`config.mk`:
```
export PLATFORM = sky130hd
export DESIGN_NAME = mem_read_arbiter_flat
export DESIGN_NICKNAME = d
export VERILOG_FILES = /design/src/rtl/mem_read_arbiter_if.sv /design/src/rtl/mem_read_arbiter.sv /design/src/flat_wrapper.sv
export SDC_FILE = /design/constraint.sdc
export NUM_CORES = 1
export LEC_CHECK = 0
export CAP_MARGIN = 20
export CORE_ASPECT_RATIO = 0.75
export CORE_MARGIN = 4
export CORE_UTILIZATION = 40
export DETAILED_ROUTE_END_ITERATION = 16
export DONT_BUFFER_PORTS = 1
export GPL_ROUTABILITY_DRIVEN = 0
export PLACE_DENSITY = 0.55
export SETUP_SLACK_MARGIN = 0.02
export SYNTH_ARGS = -nofsm -noshare
export SYNTH_HDL_FRONTEND = slang
export SYNTH_SLANG_ARGS = --single-unit
```
`constraint.sdc`:
```
create_clock -name clk -period 4.5 [get_ports clk]
set_clock_uncertainty 0.1 [all_clocks]
set_input_delay 1.35 -clock clk [delete_from_list [all_inputs] [get_ports clk]]
set_output_delay 1.35 -clock clk [all_outputs]
set_load 0.005 [all_outputs]
```
`src/rtl/mem_read_arbiter_if.sv`:
```
// Bundle of request, response and memory-port signals for the shared read arbiter.
// The slave modport is the arbiter's view; the master modport is the requester/memory side.
interface mem_read_arbiter_if #(
  parameter int NUM_REQ = 2,
  parameter int ADDR_W  = 32,
  parameter int DATA_W  = 32
);
  localparam int MASK_W = DATA_W / 8;

  logic [NUM_REQ-1:0]        req_en;
  logic [NUM_REQ*ADDR_W-1:0] req_addr;
  logic [NUM_REQ*MASK_W-1:0] req_mask;
  logic [DATA_W-1:0]         rsp_data;
  logic [NUM_REQ-1:0]        rsp_done;
  logic [NUM_REQ-1:0]        rsp_valid;
  logic                      mem_en;
  logic [ADDR_W-1:0]         mem_addr;
  logic [MASK_W-1:0]         mem_mask;
  logic [DATA_W-1:0]         mem_data;
  logic                      mem_done;
  logic                      mem_valid;
  logic [NUM_REQ-1:0]        grant;
  logic                      busy;

  modport master (
    output req_en, req_addr, req_mask, mem_data, mem_done, mem_valid,
    input  rsp_data, rsp_done, rsp_valid, mem_en, mem_addr, mem_mask, grant, busy
  );

  modport slave (
    input  req_en, req_addr, req_mask, mem_data, mem_done, mem_valid,
    output rsp_data, rsp_done, rsp_valid, mem_en, mem_addr, mem_mask, grant, busy
  );
endinterface

```
`src/rtl/mem_read_arbiter.sv`:
```
// Round-robin arbiter sharing one memory read port among NUM_REQ requesters, with
// per-transaction grant hold, requester abort and timeout-to-error completion.
module mem_read_arbiter #(
  parameter int NUM_REQ = 2,
  parameter int ADDR_W  = 32,
  parameter int DATA_W  = 32,
  parameter int TIMEOUT = 255
) (
  input logic              clk,
  input logic              rst,
  mem_read_arbiter_if.slave bus
);
  localparam int MASK_W = DATA_W / 8;
  localparam int IDX_W  = $clog2(NUM_REQ);
  localparam int CNT_W  = $clog2(TIMEOUT + 1);

  typedef enum logic [1:0] {IDLE, BUSY, RESP} state_t;

  state_t              state_q, state_d;
  logic [NUM_REQ-1:0]  grant_q;
  logic [IDX_W-1:0]    last_q;
  logic [CNT_W-1:0]    cnt_q;
  logic                abort_q;
  logic [ADDR_W-1:0]   addr_q;
  logic [MASK_W-1:0]   mask_q;
  logic [DATA_W-1:0]   data_q;
  logic [NUM_REQ-1:0]  valid_q;

  logic                pick_vld;
  logic [IDX_W-1:0]    pick_idx;
  logic                granted_en;
  logic                abort_now;
  logic                timeout_hit;

  // Lowest offset from last+1 wins; scanning from the far end lets the nearest overwrite.
  function automatic logic [IDX_W:0] rr_pick(input logic [NUM_REQ-1:0] en,
                                             input logic [IDX_W-1:0]   last);
    logic [IDX_W:0] res;
    int             idx;
    res = '0;
    for (int i = NUM_REQ; i >= 1; i--) begin
      idx = (int'(last) + i) % NUM_REQ;
      if (en[idx]) res = {1'b1, IDX_W'(idx)};
    end
    return res;
  endfunction

  always_comb begin
    {pick_vld, pick_idx} = rr_pick(bus.req_en, last_q);
  end

  assign granted_en  = |(bus.req_en & grant_q);
  // A drop in the current cycle counts immediately, not only from the next cycle.
  assign abort_now   = abort_q | ~granted_en;
  assign timeout_hit = (cnt_q == CNT_W'(TIMEOUT - 1));

  always_ff @(posedge clk) begin
    if (!rst) state_q <= IDLE;
    else      state_q <= state_d;
  end

  always_comb begin
    state_d = state_q;
    case (state_q)
      IDLE: if (pick_vld) state_d = BUSY;
      BUSY: if (bus.mem_done || timeout_hit) state_d = abort_now ? IDLE : RESP;
      RESP: state_d = IDLE;
      default: state_d = IDLE;
    endcase
  end

  always_ff @(posedge clk) begin
    if (!rst) begin
      grant_q <= '0;
      last_q  <= IDX_W'(NUM_REQ - 1);
      cnt_q   <= '0;
      abort_q <= 1'b0;
      addr_q  <= '0;
      mask_q  <= '0;
      data_q  <= '0;
      valid_q <= '0;
    end else begin
      case (state_q)
        IDLE: begin
          if (pick_vld) begin
            grant_q <= NUM_REQ'(1) << pick_idx;
            last_q  <= pick_idx;
            addr_q  <= bus.req_addr[int'(pick_idx)*ADDR_W +: ADDR_W];
            mask_q  <= bus.req_mask[int'(pick_idx)*MASK_W +: MASK_W];
            cnt_q   <= '0;
            abort_q <= 1'b0;
          end
        end
        BUSY: begin
          cnt_q <= cnt_q + 1'b1;
          if (!granted_en) abort_q <= 1'b1;
          if (bus.mem_done || timeout_hit) begin
            if (abort_now) begin
              grant_q <= '0;
            end else if (bus.mem_done) begin
              data_q  <= bus.mem_data;
              valid_q <= bus.mem_valid ? grant_q : '0;
            end else begin
              data_q  <= '0;
              valid_q <= '0;
            end
          end
        end
        RESP: grant_q <= '0;
        default: grant_q <= '0;
      endcase
    end
  end

  always_comb begin
    bus.mem_en    = (state_q == BUSY);
    bus.mem_addr  = addr_q;
    bus.mem_mask  = mask_q;
    bus.rsp_data  = data_q;
    bus.rsp_valid = valid_q;
    bus.rsp_done  = (state_q == RESP) ? grant_q : '0;
    bus.grant     = grant_q;
    bus.busy      = (state_q != IDLE);
  end
endmodule

```
`src/flat_wrapper.sv`:
```
// flat-port wrapper written by rule: the top's interface ports become plain ports
module mem_read_arbiter_flat 
#(
  parameter int NUM_REQ = 2,
  parameter int ADDR_W  = 32,
  parameter int DATA_W  = 32,
  parameter int TIMEOUT = 255
)
  (clk, rst, bus_req_en, bus_req_addr, bus_req_mask, bus_mem_data, bus_mem_done, bus_mem_valid, bus_rsp_data, bus_rsp_done, bus_rsp_valid, bus_mem_en, bus_mem_addr, bus_mem_mask, bus_grant, bus_busy);
  mem_read_arbiter_if #(.NUM_REQ(NUM_REQ), .ADDR_W(ADDR_W), .DATA_W(DATA_W)) bus_i ();
  input logic clk;
  input logic rst;
  input wire logic [$bits(bus_i.req_en)-1:0] bus_req_en;
  input wire logic [$bits(bus_i.req_addr)-1:0] bus_req_addr;
  input wire logic [$bits(bus_i.req_mask)-1:0] bus_req_mask;
  input wire logic [$bits(bus_i.mem_data)-1:0] bus_mem_data;
  input wire logic [$bits(bus_i.mem_done)-1:0] bus_mem_done;
  input wire logic [$bits(bus_i.mem_valid)-1:0] bus_mem_valid;
  output wire logic [$bits(bus_i.rsp_data)-1:0] bus_rsp_data;
  output wire logic [$bits(bus_i.rsp_done)-1:0] bus_rsp_done;
  output wire logic [$bits(bus_i.rsp_valid)-1:0] bus_rsp_valid;
  output wire logic [$bits(bus_i.mem_en)-1:0] bus_mem_en;
  output wire logic [$bits(bus_i.mem_addr)-1:0] bus_mem_addr;
  output wire logic [$bits(bus_i.mem_mask)-1:0] bus_mem_mask;
  output wire logic [$bits(bus_i.grant)-1:0] bus_grant;
  output wire logic [$bits(bus_i.busy)-1:0] bus_busy;
  assign bus_i.req_en = bus_req_en;
  assign bus_i.req_addr = bus_req_addr;
  assign bus_i.req_mask = bus_req_mask;
  assign bus_i.mem_data = bus_mem_data;
  assign bus_i.mem_done = bus_mem_done;
  assign bus_i.mem_valid = bus_mem_valid;
  assign bus_rsp_data = bus_i.rsp_data;
  assign bus_rsp_done = bus_i.rsp_done;
  assign bus_rsp_valid = bus_i.rsp_valid;
  assign bus_mem_en = bus_i.mem_en;
  assign bus_mem_addr = bus_i.mem_addr;
  assign bus_mem_mask = bus_i.mem_mask;
  assign bus_grant = bus_i.grant;
  assign bus_busy = bus_i.busy;
  mem_read_arbiter #(.NUM_REQ(NUM_REQ), .ADDR_W(ADDR_W), .DATA_W(DATA_W), .TIMEOUT(TIMEOUT)) u_core (.clk(clk), .rst(rst), .bus(bus_i));
endmodule
```
==> flow_summary.json <==
{
  "hold_viol": 0,
  "synthDistinctLibCells": 37,
  "tritoncts": "yes",
  "reg2regPathDepth": 6,
  "wirelength_um": 7410,
  "post-route-min-period_ps": 2760,
  "min_path_cells": 1,
  "timing.reg2reg.setup_slack_ps": 2120,
  "total_power_uw": 1770,
  "power.density_nw_per_um2": 461,
  "setup_ws_ps": 1740,
  "worst-slew-pin-transition_ps": 708,
  "hold_buffers": 0,
  "ys_warn_count": 0,
  "cts-resized-gates": 0,
  "n_antenna_cell": 0,
  "power_leakage_uw": 0.00182,
  "synth_area_leaders": "dfxtp_1 48%, mux2i_1 12%, o211a_1 10%",
  "worstSetupPathType": "reg2out",
  "crit_chain": "nand2b_1 -> inv_2",
  "finalCritPeriodShare": 0.613,
  "p_switching_uw": 412,
  "postRouteAntennaNets": 0,
  "cp-end-kind": "primary output",
  "first_pass_iters": 5,
  "rsz0062_at_grt": "no",
  "tns_ps": 0,
  "dp_hpwl_um": 5330,
  "row_count": 29,
  "grt_pass1_wl_um": 11300,
  "irDropWorstVdd_mv": 0.195,
  "crit_buf_inv": 1,
  "intPower_uw": 1360,
  "netlist.area_leader.share": 0.484,
  "cts_setup_buffers": 0,
  "r2r_end": "u_core.bus.mem_addr[9]$_SDFFE_PN0P_",
  "ys_ff_latch": 84,
  "grt_pass1_vias": 2324,
  "htree_levels": 3,
  "drive_gt1_frac": 0.0839,
  "crit_family": "flip-flops",
  "holdPathEnd": "u_core.cnt_q[4]$_SDFFE_PN0P_",
  "status": "complete, no violations",
  "clk_pin_slew_ps": 60,
  "utilization": 0.456,
  "path_max_fanout": 9,
  "placed_cells": 413,
  "synthesis.area_um2": 3470,
  "drt-initial-drc-count": 109,
  "numCtsBuffers": 9,
  "final_cells": 430,
  "synth-seq-area-share": 0.484,
  "max_freq_mhz": 363,
  "cts-root-buf": "clkbuf_16",
  "initial_core_util": 0.411,
  "fill_cells": 836,
  "via_per_inst": 5.56,
  "grt_max_degree": 59,
  "synth_top_area_cell": "dfxtp_1",
  "cap_violations": 0,
  "synthCells": 328,
  "drv_slew": 0,
  "start_kind": "flop",
  "nNetsFinal": 429,
  "r2r_start": "u_core.state_q[1]$_SDFFE_PN0P_",
  "antenna_found_initial": 0,
  "syn-num-nets": 440,
  "swShare": 0.232,
  "dp_slack_ps": 1470,
  "hp-class": "reg2reg",
  "boundaryPins": 186,
  "multi_input_area_um2": 1630,
  "clock_latency_ps": 330,
  "cp_slowest_cell": "dfxtp_1",
  "synth.avg_cell_area_um2": 10.6,
  "slew_headroom": 0.527,
  "clockBufferDepth": 2,
  "overflow": 0,
  "slowest_delay_ps": 430,
  "die_w_um": 116,
  "numClockSinks": 84,
  "grt_use_total": 0.138,
  "required_ps": 3050,
  "seqPwrFrac": 0.467,
  "die_y_um": 88.7,
  "synthToLayoutAreaGrowth_pct": 10.8,
  "regArea_um2": 1680,
  "core_area_um2": 8450,
  "worstHoldStart": "u_core.cnt_q[4]$_SDFFE_PN0P_",
  "drc": 0,
  "arrival_ps": 1310,
  "portBuffers": 0,
  "wl_per_cell_um": 17.2,
  "vias": 2390,
  "setup_viol": 0,
  "p_clk_frac": 0.453,
  "die-area_um2": 10300,
  "power_frac_comb": 0.081
}
==> metrics by stage <==
| stage | cell area, um2 | hold slack [ps] |
|---|---|---|
| 2_1_floorplan | 3470 | 344 |
| 3_3_place_gp | 3490 | 362 |
| 3_5_place_dp | 3490 | 372 |
| 4_1_cts | 3820 | 381 |
| 5_1_grt | 3850 | 422 |
| 6_report | 3850 | 379 |
==> cells in the final DEF, fill, tap and decap left out, types with 2 or more instances in the layout <==
| cell | Yosys | routed |
|---|---|---|
| bufinv_16 | 0 | 2 |
| inv_1 | 3 | 3 |
| o21a_1 | 2 | 2 |
| nor3b_1 | 2 | 2 |
| buf_4 | 4 | 3 |
| dfxtp_1 | 84 | 84 |
| a31o_1 | 2 | 2 |
| inv_2 | 2 | 2 |
| ha_1 | 2 | 2 |
| a21oi_1 | 5 | 5 |
| and3b_1 | 2 | 2 |
| nor2_1 | 6 | 5 |
| o21ai_1 | 2 | 2 |
| mux2i_1 | 41 | 41 |
| and2_1 | 4 | 4 |
| nand2_1 | 44 | 44 |
| o21ai_0 | 7 | 7 |
| o211a_1 | 36 | 36 |
| nand4_1 | 4 | 4 |
| clkbuf_16 | 0 | 9 |
| a21boi_0 | 2 | 2 |
| nand3b_1 | 2 | 2 |
| nor3_1 | 3 | 3 |
| a22o_1 | 32 | 32 |
| and3_1 | 3 | 3 |
| inv_6 | 0 | 3 |
==> power by group through the flow <==
stage | Sequential (uW) | Clock [uW] | Combinational [uW]
after floorplan | 832 | 0 | 137
final | 828 | 803 | 143
after global routing | 833 | 860 | 164
after global placement | 847 | 0 | 142
after detailed placement | 846 | 0 | 145
after CTS | 830 | 829 | 145
==> final cells by class <==
class                           count  share of cell area
Timing Repair Buffer                4              0.0130
Tap cell                          108              0.0351
Inverter                            5             0.00487
Clock inverter                      6              0.0244
Clock buffer                       10              0.0621
Multi-Input combinational cell    213               0.424
Sequential cell                    84               0.437
==> state kept, by name, summed over array words and instances (netlist names) <==
signal / cells
u_core.bus.rsp_valid: 2
u_core.cnt_q: 8
u_core.state_q: 2
u_core.last_q: 1
u_core.bus.grant: 2
u_core.bus.mem_mask: 4
u_core.abort_q: 1
u_core.bus.rsp_data: 32
u_core.bus.mem_addr: 32
==> cell usage after synthesis <==
library cell  instances
and3_1                3
a31o_2                1
nand2b_1              1
or3b_1                1
and4b_1               1
buf_4                 4
nand4_1               4
buf_2                11
clkbuf_1              6
nor3b_1               2
a21oi_1               5
nor3_1                3
o21ai_0               7
and2_1                4
inv_2                 2
a31oi_1               1
nand2_1              44
inv_1                 3
dfxtp_1              84
and3b_1               2
nor3_4                1
o211ai_1              1
a21boi_0              2
a22oi_1               1
o21a_1                2
o211a_1              36
nand3b_1              2
nand3_1               1
ha_1                  2
mux2i_1              41
o21ai_1               2
buf_6                 5
a22o_1               32
o22ai_1               1
a31o_1                2
a21boi_1              2
nor2_1                6
==> routing by layer <==
metal | global-route usage | wire (um) | up-vias
met3 | 0.0690 | 681 | 7
li1 | - | - | 1182
met5 | 0 | 0 | -
met4 | 0.0379 | 48 | 0
met2 | 0.212 | 3450 | 88
met1 | 0.173 | 3230 | 1113
==> logic make-up (layout without fill, tap and decap cells) <==
kind of cell    Yosys count  in the layout  share of synthesized area
flops                    84             84                      0.484
simple gates             75             75                      0.105
fa+ha+maj                 2              2                    0.00720
compound gates           95             95                      0.233
buf+inv                  31             25                     0.0526
mux                      41             41                      0.118
==> how the worst max path moves through the flow <==
stage | cells after the start | from | end | slack (ps)
floorplan | 6 | bus_req_en[1] | u_core.bus.rsp_data[10]$_SDFFE_PN0P_ | 1980
global placement | 4 | bus_req_en[1] | u_core.bus.rsp_data[26]$_SDFFE_PN0P_ | 1520
detailed placement | 4 | bus_req_en[1] | u_core.bus.rsp_data[25]$_SDFFE_PN0P_ | 1470
CTS | 2 | u_core.state_q[1]$_SDFFE_PN0P_ | bus_mem_en | 1740
global route | 2 | u_core.state_q[1]$_SDFFE_PN0P_ | bus_mem_en | 1650
finish | 2 | u_core.state_q[1]$_SDFFE_PN0P_ | bus_mem_en | 1740
Power figures use the tool's default switching activity.
